<file path="src/rtl/display_pkg.sv">
// Shared types and constants for the seven-segment display datapath.
//
// Contents:
//   DISPLAY_DIGITS - number of digits on the display (8)
//   digit_t        - one 4-bit BCD or hex digit
//   bcd_state_t    - converter FSM states {IDLE, SHIFT, DONE}
//   DIGITS_MAX     - largest decimal digit, used for saturation
package display_pkg;

  localparam int DISPLAY_DIGITS = 8;

  typedef logic [3:0] digit_t;

  typedef enum logic [1:0] {
    IDLE  = 2'd0,
    SHIFT = 2'd1,
    DONE  = 2'd2
  } bcd_state_t;

  localparam digit_t DIGITS_MAX = 4'd9;

endpackage

</file>
<file path="src/rtl/bcd_digit_adjust.sv">
// Double-dabble digit correction: adds 3 to a BCD digit that is 5 or more,
// so that the following left shift carries correctly into the next digit.
//
// Ports:
//   digit_i - accumulator digit before the shift
//   digit_o - corrected digit
//
// Inputs never exceed 9, so the result never exceeds 12 and cannot wrap.
module bcd_digit_adjust
  import display_pkg::*;
(
  input  digit_t digit_i,
  output digit_t digit_o
);

  always_comb begin
    digit_o = (digit_i >= 4'd5) ? digit_i + 4'd3 : digit_i;
  end

endmodule

</file>
<file path="src/rtl/bin_to_bcd_seq.sv">
// Sequential binary-to-digit converter feeding the 8-digit display.
//
// A request is taken through a valid/ready handshake. Decimal requests are
// converted with iterative double-dabble (one input bit per clock); hex
// requests pass the nibbles straight through. The digit outputs and the
// overflow flag change only on the DONE edge, together with the out_valid
// pulse, so the display never sees a partial result.
//
// Ports:
//   clock     - system clock
//   reset     - asynchronous reset, active low
//   in_valid  - request present; in_value / in_hex are valid
//   in_ready  - block can accept a request (high only in IDLE)
//   in_value  - WIDTH-bit value to convert
//   in_hex    - 1 = hex passthrough, 0 = decimal conversion
//   bcds      - DIGITS output digits, digit 0 least significant
//   out_valid - one-cycle pulse when a new result is on bcds
//   overflow  - last decimal result saturated to all nines
//   negative  - (BIN_TO_BCD_SIGNED_EN only) last decimal input was negative
//   dbg_state - current FSM state, for observation only
//
// Handshake: a request transfers on a rising clock edge where in_valid and
// in_ready are both 1. in_valid while in_ready is 0 is ignored, so the
// requester keeps it asserted until the transfer. out_valid has no ready;
// the consumer must take the result in the pulse cycle or read the held
// digits later.
//
// Build option: define BIN_TO_BCD_SIGNED_EN to treat decimal inputs as two's
// complement and add the negative output.
module bin_to_bcd_seq
  import display_pkg::*;
#(
  parameter int WIDTH  = 32,
  parameter int DIGITS = DISPLAY_DIGITS
) (
  input  logic             clock,
  input  logic             reset,
  input  logic             in_valid,
  output logic             in_ready,
  input  logic [WIDTH-1:0] in_value,
  input  logic             in_hex,
  output digit_t           bcds [DIGITS-1:0],
  output logic             out_valid,
  output logic             overflow,
`ifdef BIN_TO_BCD_SIGNED_EN
  output logic             negative,
`endif
  output bcd_state_t       dbg_state
);

  localparam int BW = 4 * DIGITS;
  localparam int CW = (WIDTH > 1) ? $clog2(WIDTH) : 1;
  // Number of input bits that land in a hex digit; the rest are ignored.
  localparam int HW = (WIDTH < BW) ? WIDTH : BW;

  bcd_state_t       state_q, state_d;
  logic [WIDTH-1:0] value_q, value_d;
  logic [BW-1:0]    acc_q, acc_d;
  logic             sticky_q, sticky_d;
  logic             hex_q, hex_d;
  logic [CW-1:0]    cnt_q, cnt_d;
  logic [BW-1:0]    bcds_q, bcds_d;
  logic             overflow_q, overflow_d;
  logic             out_valid_q, out_valid_d;
`ifdef BIN_TO_BCD_SIGNED_EN
  logic             neg_q, neg_d;
  logic             negative_q, negative_d;
`endif

  logic [BW-1:0]    acc_adj;
  logic [BW-1:0]    hex_flat;
  logic [WIDTH-1:0] load_value;

  // Per-digit +3 correction ahead of each shift.
  for (genvar g = 0; g < DIGITS; g++) begin : g_adjust
    bcd_digit_adjust u_adjust (
      .digit_i (acc_q[4*g +: 4]),
      .digit_o (acc_adj[4*g +: 4])
    );
  end

  always_comb begin
    hex_flat         = '0;
    hex_flat[HW-1:0] = value_q[HW-1:0];
  end

  // Value placed in the shift register on accept. In signed builds the
  // magnitude is taken here so the shift phase is identical in both builds;
  // the most negative value negates to itself, which is its correct
  // unsigned magnitude.
  always_comb begin
    load_value = in_value;
`ifdef BIN_TO_BCD_SIGNED_EN
    if (!in_hex && in_value[WIDTH-1]) begin
      load_value = -in_value;
    end
`endif
  end

  always_comb begin
    state_d     = state_q;
    value_d     = value_q;
    acc_d       = acc_q;
    sticky_d    = sticky_q;
    hex_d       = hex_q;
    cnt_d       = cnt_q;
    bcds_d      = bcds_q;
    overflow_d  = overflow_q;
    out_valid_d = 1'b0;
`ifdef BIN_TO_BCD_SIGNED_EN
    neg_d       = neg_q;
    negative_d  = negative_q;
`endif

    unique case (state_q)
      IDLE: begin
        if (in_valid) begin
          value_d = load_value;
          hex_d   = in_hex;
`ifdef BIN_TO_BCD_SIGNED_EN
          neg_d   = !in_hex && in_value[WIDTH-1];
`endif
          if (in_hex) begin
            state_d = DONE;
          end else begin
            acc_d    = '0;
            sticky_d = 1'b0;
            cnt_d    = CW'(WIDTH - 1);
            state_d  = SHIFT;
          end
        end
      end

      SHIFT: begin
        // Shift {acc, value} left by one, using the corrected digits.
        acc_d   = {acc_adj[BW-2:0], value_q[WIDTH-1]};
        value_d = {value_q[WIDTH-2:0], 1'b0};
        if (acc_adj[BW-1]) begin
          sticky_d = 1'b1;
        end
        if (cnt_q == '0) begin
          state_d = DONE;
        end else begin
          cnt_d = cnt_q - 1'b1;
        end
      end

      DONE: begin
        out_valid_d = 1'b1;
        state_d     = IDLE;
        if (hex_q) begin
          bcds_d     = hex_flat;
          overflow_d = 1'b0;
`ifdef BIN_TO_BCD_SIGNED_EN
          negative_d = 1'b0;
`endif
        end else begin
          if (sticky_q) begin
            bcds_d     = {DIGITS{DIGITS_MAX}};
            overflow_d = 1'b1;
          end else begin
            bcds_d     = acc_q;
            overflow_d = 1'b0;
          end
`ifdef BIN_TO_BCD_SIGNED_EN
          negative_d = neg_q;
`endif
        end
      end

      default: begin
        state_d = IDLE;
      end
    endcase
  end

  always_ff @(posedge clock or negedge reset) begin
    if (!reset) begin
      state_q     <= IDLE;
      value_q     <= '0;
      acc_q       <= '0;
      sticky_q    <= 1'b0;
      hex_q       <= 1'b0;
      cnt_q       <= '0;
      bcds_q      <= '0;
      overflow_q  <= 1'b0;
      out_valid_q <= 1'b0;
`ifdef BIN_TO_BCD_SIGNED_EN
      neg_q       <= 1'b0;
      negative_q  <= 1'b0;
`endif
    end else begin
      state_q     <= state_d;
      value_q     <= value_d;
      acc_q       <= acc_d;
      sticky_q    <= sticky_d;
      hex_q       <= hex_d;
      cnt_q       <= cnt_d;
      bcds_q      <= bcds_d;
      overflow_q  <= overflow_d;
      out_valid_q <= out_valid_d;
`ifdef BIN_TO_BCD_SIGNED_EN
      neg_q       <= neg_d;
      negative_q  <= negative_d;
`endif
    end
  end

  for (genvar g = 0; g < DIGITS; g++) begin : g_bcds
    assign bcds[g] = bcds_q[4*g +: 4];
  end

  assign in_ready  = (state_q == IDLE);
  assign out_valid = out_valid_q;
  assign overflow  = overflow_q;
  assign dbg_state = state_q;
`ifdef BIN_TO_BCD_SIGNED_EN
  assign negative  = negative_q;
`endif

endmodule

</file>
<file path="config.mk">
export PLATFORM = sky130hd
export DESIGN_NAME = bin_to_bcd_seq
export DESIGN_NICKNAME = d
export VERILOG_FILES = /design/src/rtl/display_pkg.sv /design/src/rtl/bcd_digit_adjust.sv /design/src/rtl/bin_to_bcd_seq.sv
export SDC_FILE = /design/constraint.sdc
export NUM_CORES = 1
export LEC_CHECK = 0
export ABC_AREA = 1
export BUFFER_PORTS_ARGS = -buffer_cell sky130_fd_sc_hd__clkbuf_2
export CORE_MARGIN = 3
export CORE_UTILIZATION = 35
export CTS_CLUSTER_DIAMETER = 120
export DETAILED_ROUTE_END_ITERATION = 6
export GPL_ROUTABILITY_DRIVEN = 0
export PLACE_DENSITY = 0.58
export SLEW_MARGIN = 10
export SYNTH_ARGS = -nofsm -noshare
export SYNTH_HDL_FRONTEND = slang
export SYNTH_SLANG_ARGS = --single-unit
</file>
<file path="constraint.sdc">
create_clock -name clock -period 4.2 [get_ports clock]
set_clock_uncertainty 0.1 [all_clocks]
set_input_delay 0.84 -clock clock [delete_from_list [all_inputs] [get_ports clock]]
set_output_delay 0.84 -clock clock [all_outputs]
set_load 0.02 [all_outputs]
</file>
---- Word level (Yosys, flattened, before mapping) ----
Index checks and enable logic that the tools add are counted.
storage, ports and cells
  register bits ........................... 107
  bits of input ports ..................... 36
  output and inout bits ................... 37
  word-level logic and storage cells ...... 72
cells by class
  add/sub/neg operators ................... 9
  order comparisons ....................... 8
  equality and inequality tests ........... 7
  muxes and demuxes ....................... 30
  reductions and logical operators ........ 9
operator list
  cell                   count
  $mux W32               5
  $pmux W32 S2           2
  $add A4 B2 Y4 const B  8
  $ge A4 B3 Y1 const B   8
  $mux W4                8
  $mux W5                3
  $pmux W5 S2            1
  $ne A2 B2 Y1 const B   4
  $reduce_and A4 Y1      2
  $mux W1                6
  $mux W2                3
  $reduce_and A2 Y1      3
  $logic_not A5 Y1       1
  $sub A5 B1 Y5 const B  1
  $pmux W2 S2            1
  $reduce_and A3 Y1      1
  $eq A2 B1 Y1 const B   1
  $eq A2 B2 Y1 const B   1
  $logic_not A2 Y1       1
  $ne A2 B1 Y1 const B   1
  $pmux W1 S2            1
  $reduce_bool A2 Y1     1

---- Longest topological paths before layout ----
  word-level depth ........................ 4
  gate-level depth with buffers ........... 8
  mapped depth without buffers ............ 8

---- Cells and area by module ----
From an unflattened synthesis, not the netlist that was laid out.
unflattened totals
  cell total of the unflattened synthesis .. 739
  area total of the unflattened synthesis .. 5,720.5 sq um
by module, submodules not included
  module            times used  cells an instance  area an instance (sq um)  seq. area each (sq um)
  bin_to_bcd_seq    1           555                4,639.4                   2,677.6
  bcd_digit_adjust  8           23                 135.1                     0.0

---- Worst setup path after synthesis ----
OpenSTA, ideal clock, no wires.
  path kind ............................... register to output
  from .................................... reg state_q[0] (netlist: dbg_state[0])
  to ...................................... out in_ready
  data arrival time ....................... 0.825 ns
  path slack .............................. 2.435 ns
  cell stages (with the launch flop) ...... 3
  cell sequence ........................... dfrtp_1 -> buf_6 -> nor2_4
on the way
  word-level cells in the longest chain between the ends .. 1
ends and longest elaborated chain
  element                 RTL line               source
  start, declared         bin_to_bcd_seq.sv:56   bcd_state_t state_q, state_d;
  start signal, assigned  bin_to_bcd_seq.sv:193  state_q <= state_d;
  $logic_not A2 Y1        bin_to_bcd_seq.sv:213  assign in_ready = (state_q == IDLE);
  end, declared           bin_to_bcd_seq.sv:39   output logic in_ready,
Every way passes these cells.

---- Worst setup path in the final report ----
  from .................................... reg state_q[0] (netlist: dbg_state[0])
  to ...................................... reg cnt_q[1]
on the way
  word-level cells in the longest chain between the ends .. 3
ends and longest elaborated chain
  element                                                                     RTL line               source
  $eq A2 B1 Y1 / $logic_not A2 Y1 (equally long branches)                     bin_to_bcd_seq.sv:115  unique case (state_q)
  $ne A2 B2 Y1 (no source line) / $reduce_bool A2 Y1 (equally long branches)  --
  $reduce_and A4 Y1 (no source line)                                          --
  end signal, assigned                                                        bin_to_bcd_seq.sv:198  cnt_q <= cnt_d;
  end, declared                                                               bin_to_bcd_seq.sv:61   logic [CW-1:0] cnt_q, cnt_d;
Several ways; a longest one is shown, not always the timed one.
A chain may end at the register's enable or synchronous reset.

==> flow_summary.ini <==
[grt]
grt_max_degree = 90
grt.total_usage_pct = 16.9
grt_pass1_vias = 4487
antenna_found_initial = 0
grt.overflow.total = 0
grt_pass1_wl_um = 22700

[clocking]
path_clk_slew_ps = 70
clockBufferDepth = 2
postCtsSetupRepairBufs = 0
cts_tree = yes
clock_latency_ps = 350
cts_hold_buf = 0
ctsRootBufferMaster = clkbuf_16
cts_resized = 0
cts_sinks = 107
cts-buffers-inserted = 9
htreeDepth = 3

[synthesis]
synth_top_family_by_area = compound AO/OA/AOI/OAI gates
synthMuxAreaShare_pct = 0
yosysTopAreaCellShare_pct = 49.2
synth_compound_area_share_pct = 21.5
syn-num-nets = 680
ys_ff_latch = 107
synth_cell_types = 32
synthesis.area_sq_um = 5450
synthAdderAreaFrac_pct = 3.91
synth_area_leader_cell = dfrtp_1
syn_inst = 627
synth_area_per_cell_sq_um = 8.69
synth_xor_area_share_pct = 0.804
yosysSeqAreaShare_pct = 49.2
synthSimpleGateAreaFrac_pct = 15.3
yosys-top-cells-area = dfrtp_1 (49%), nand2_1 (10%), o21ai_0 (7.5%)
ys.warnings.count = 0

[timing]
finalSetupTns_ps = 0
rsz0062_at_grt = no
maxSlewViolCount = 0
whs_ps = 423
tightest_slew_ps = 1100
slew_headroom_pct = 26.4
finalSetupViolations = 0
fmax_ghz = 0.392
fin_crit_ps = 2550
finalCritPeriodShare_pct = 60.7
hold_violations = 0

[worst_setup_path]
path_cells = nand2_4, inv_4, o21ai_2, nand2_4, nand2_1, o21ai_0
worst_path_largest_cell_delay_ps = 950
crit_family = flip-flops
end_kind = flip-flop
cp.depth = 6
cp_common_cell = nand2_4
path_class = reg -> reg
startpoint_type = flip-flop
cp_slowest_cell = dfrtp_1
crit_buf_inv = 1
ff2ff_path_depth = 6
crit_required_ps = 4360
worst_ep_arrival_time_ps = 2710
crit_fanout = 89

[layout]
final_net_count = 735
final_cells = 871
n_antenna_cell = 0
layout_common_cells = nand2_1 (146), dfrtp_1 (107), o21ai_0 (82), inv_1 (74), clkbuf_2 (71)
area_growth_pct = 12.8
final_common_cell = nand2_1
drive_gt1_share_pct = 16.4
final_area_sq_um = 6140

[drt]
wl_per_cell_um = 15.8
drtAntennaViolNets = 0
drc = 0
first_pass_iters = 4
drt_iter0_drc = 318
wirelength_um = 13800
vias = 4530
vias_per_cell = 5.20

[power]
total_power_mw = 4.99
seqPwrFrac_pct = 39.3
power_leakage_nw = 2.91
p_sw_share_pct = 46.6
p_int_mw = 2.66
clockPowerShare_pct = 16.2
power_density_nw_per_um2 = 811
p_switching_mw = 2.32
peakVddDrop_uv = 482
p_comb_share_pct = 44.5

[floorplanning]
fp.dieArea_sq_um = 17100
std_cell_rows = 44
io_pins = 73
initial_utilization_pct = 36.6
die_x_um = 131
die_h_um = 131
fp.coreArea_sq_um = 14900

[status]
status = finished clean

[placed_design]
hpwl_um = 9480
dp.cells = 855
io_buffer_count = 72
place_area_sq_um = 5870

[flow_run]
maxCapViolCount = 0

[min_path]
hold_class = reg -> reg
whs_path_depth = 2
[power by group through the flow]
stage,clock [mW],sequential (mW),combinational (mW)
final,0.808,1.96,2.22
after global routing,0.863,2.02,2.54
after CTS,0.823,1.96,2.24
after detailed placement,0,1.97,2.23
after global placement,0,1.96,2.16
after floorplan,0,1.98,1.59
[flip-flops by register name, indices dropped and copies added, names as in the netlist]
name	flops
out_valid	1
dbg_state	2
bcds	32
hex_q	1
acc_q	32
overflow	1
hex_flat	32
cnt_q	5
sticky_q	1
[path summary, 6_finish.rpt]
path                                         to                startpoint  slack [ps]
min reg2reg                 bcds[7]$_DFFE_PN0P_       bcds[7]$_DFFE_PN0P_         420
max reg2reg                cnt_q[1]$_DFFE_PN0P_  dbg_state[0]$_DFFE_PN0P_        1650
min in group asynchronous  bcds[26]$_DFFE_PN0P_                     reset         580
min                         bcds[7]$_DFFE_PN0P_       bcds[7]$_DFFE_PN0P_         420
max in group asynchronous     hex_q$_DFFE_PN0P_                     reset        2570
max                        cnt_q[1]$_DFFE_PN0P_  dbg_state[0]$_DFFE_PN0P_        1650
[cell type report]
type,instances,area (sq um)
fill,1514,8720
sequential,107,2680
multi-input combinational,407,2270
timing repair buffer,75,385
inverter,82,310
clock buffer,14,264
tap,184,230
clock inverter,2,10.0
[Yosys cell counts (all sizes together)]
master / number
xor2: 5
dfrtp: 107
or2: 1
o221ai: 15
o22ai: 13
clkbuf: 6
nor2: 27
nand3: 20
o211ai: 38
inv: 82
a21oi: 17
ha: 17
nand4: 3
nand2: 149
o21ai: 86
buf: 25
a31oi: 16
[worst min-delay path, cell delays in order (launching register included)]
cell,delay (ps)
dfrtp_1,340
o21ai_0,70
nand2_1,70
[metrics by stage]
step | worst slack, ps | util [%]
detailed placement | 1690 | 39.5
floorplan | 2430 | -
finish | 1650 | 41.3
CTS | 1660 | 41.3
global route | 1470 | 41.3
global placement | 1810 | 39.5
[layer usage]
metal | wire [um] | track usage (%)
met5 | 0 | 0
met4 | 256 | 5.51
met3 | 506 | 2.93
met2 | 6440 | 27.6
met1 | 6560 | 22.8
[kinds of logic (layout without fill, tap and decap cells)]
family | count (synthesis) | after routing
AND/OR/NAND/NOR | 200 | 200
XOR/XNOR | 5 | 5
flip-flops | 107 | 107
adder cells (fa/ha/maj) | 17 | 17
buffers and inverters | 113 | 173
AO/OA/AOI/OAI | 185 | 185
No activity file was read; power rests on OpenSTA's default activity.
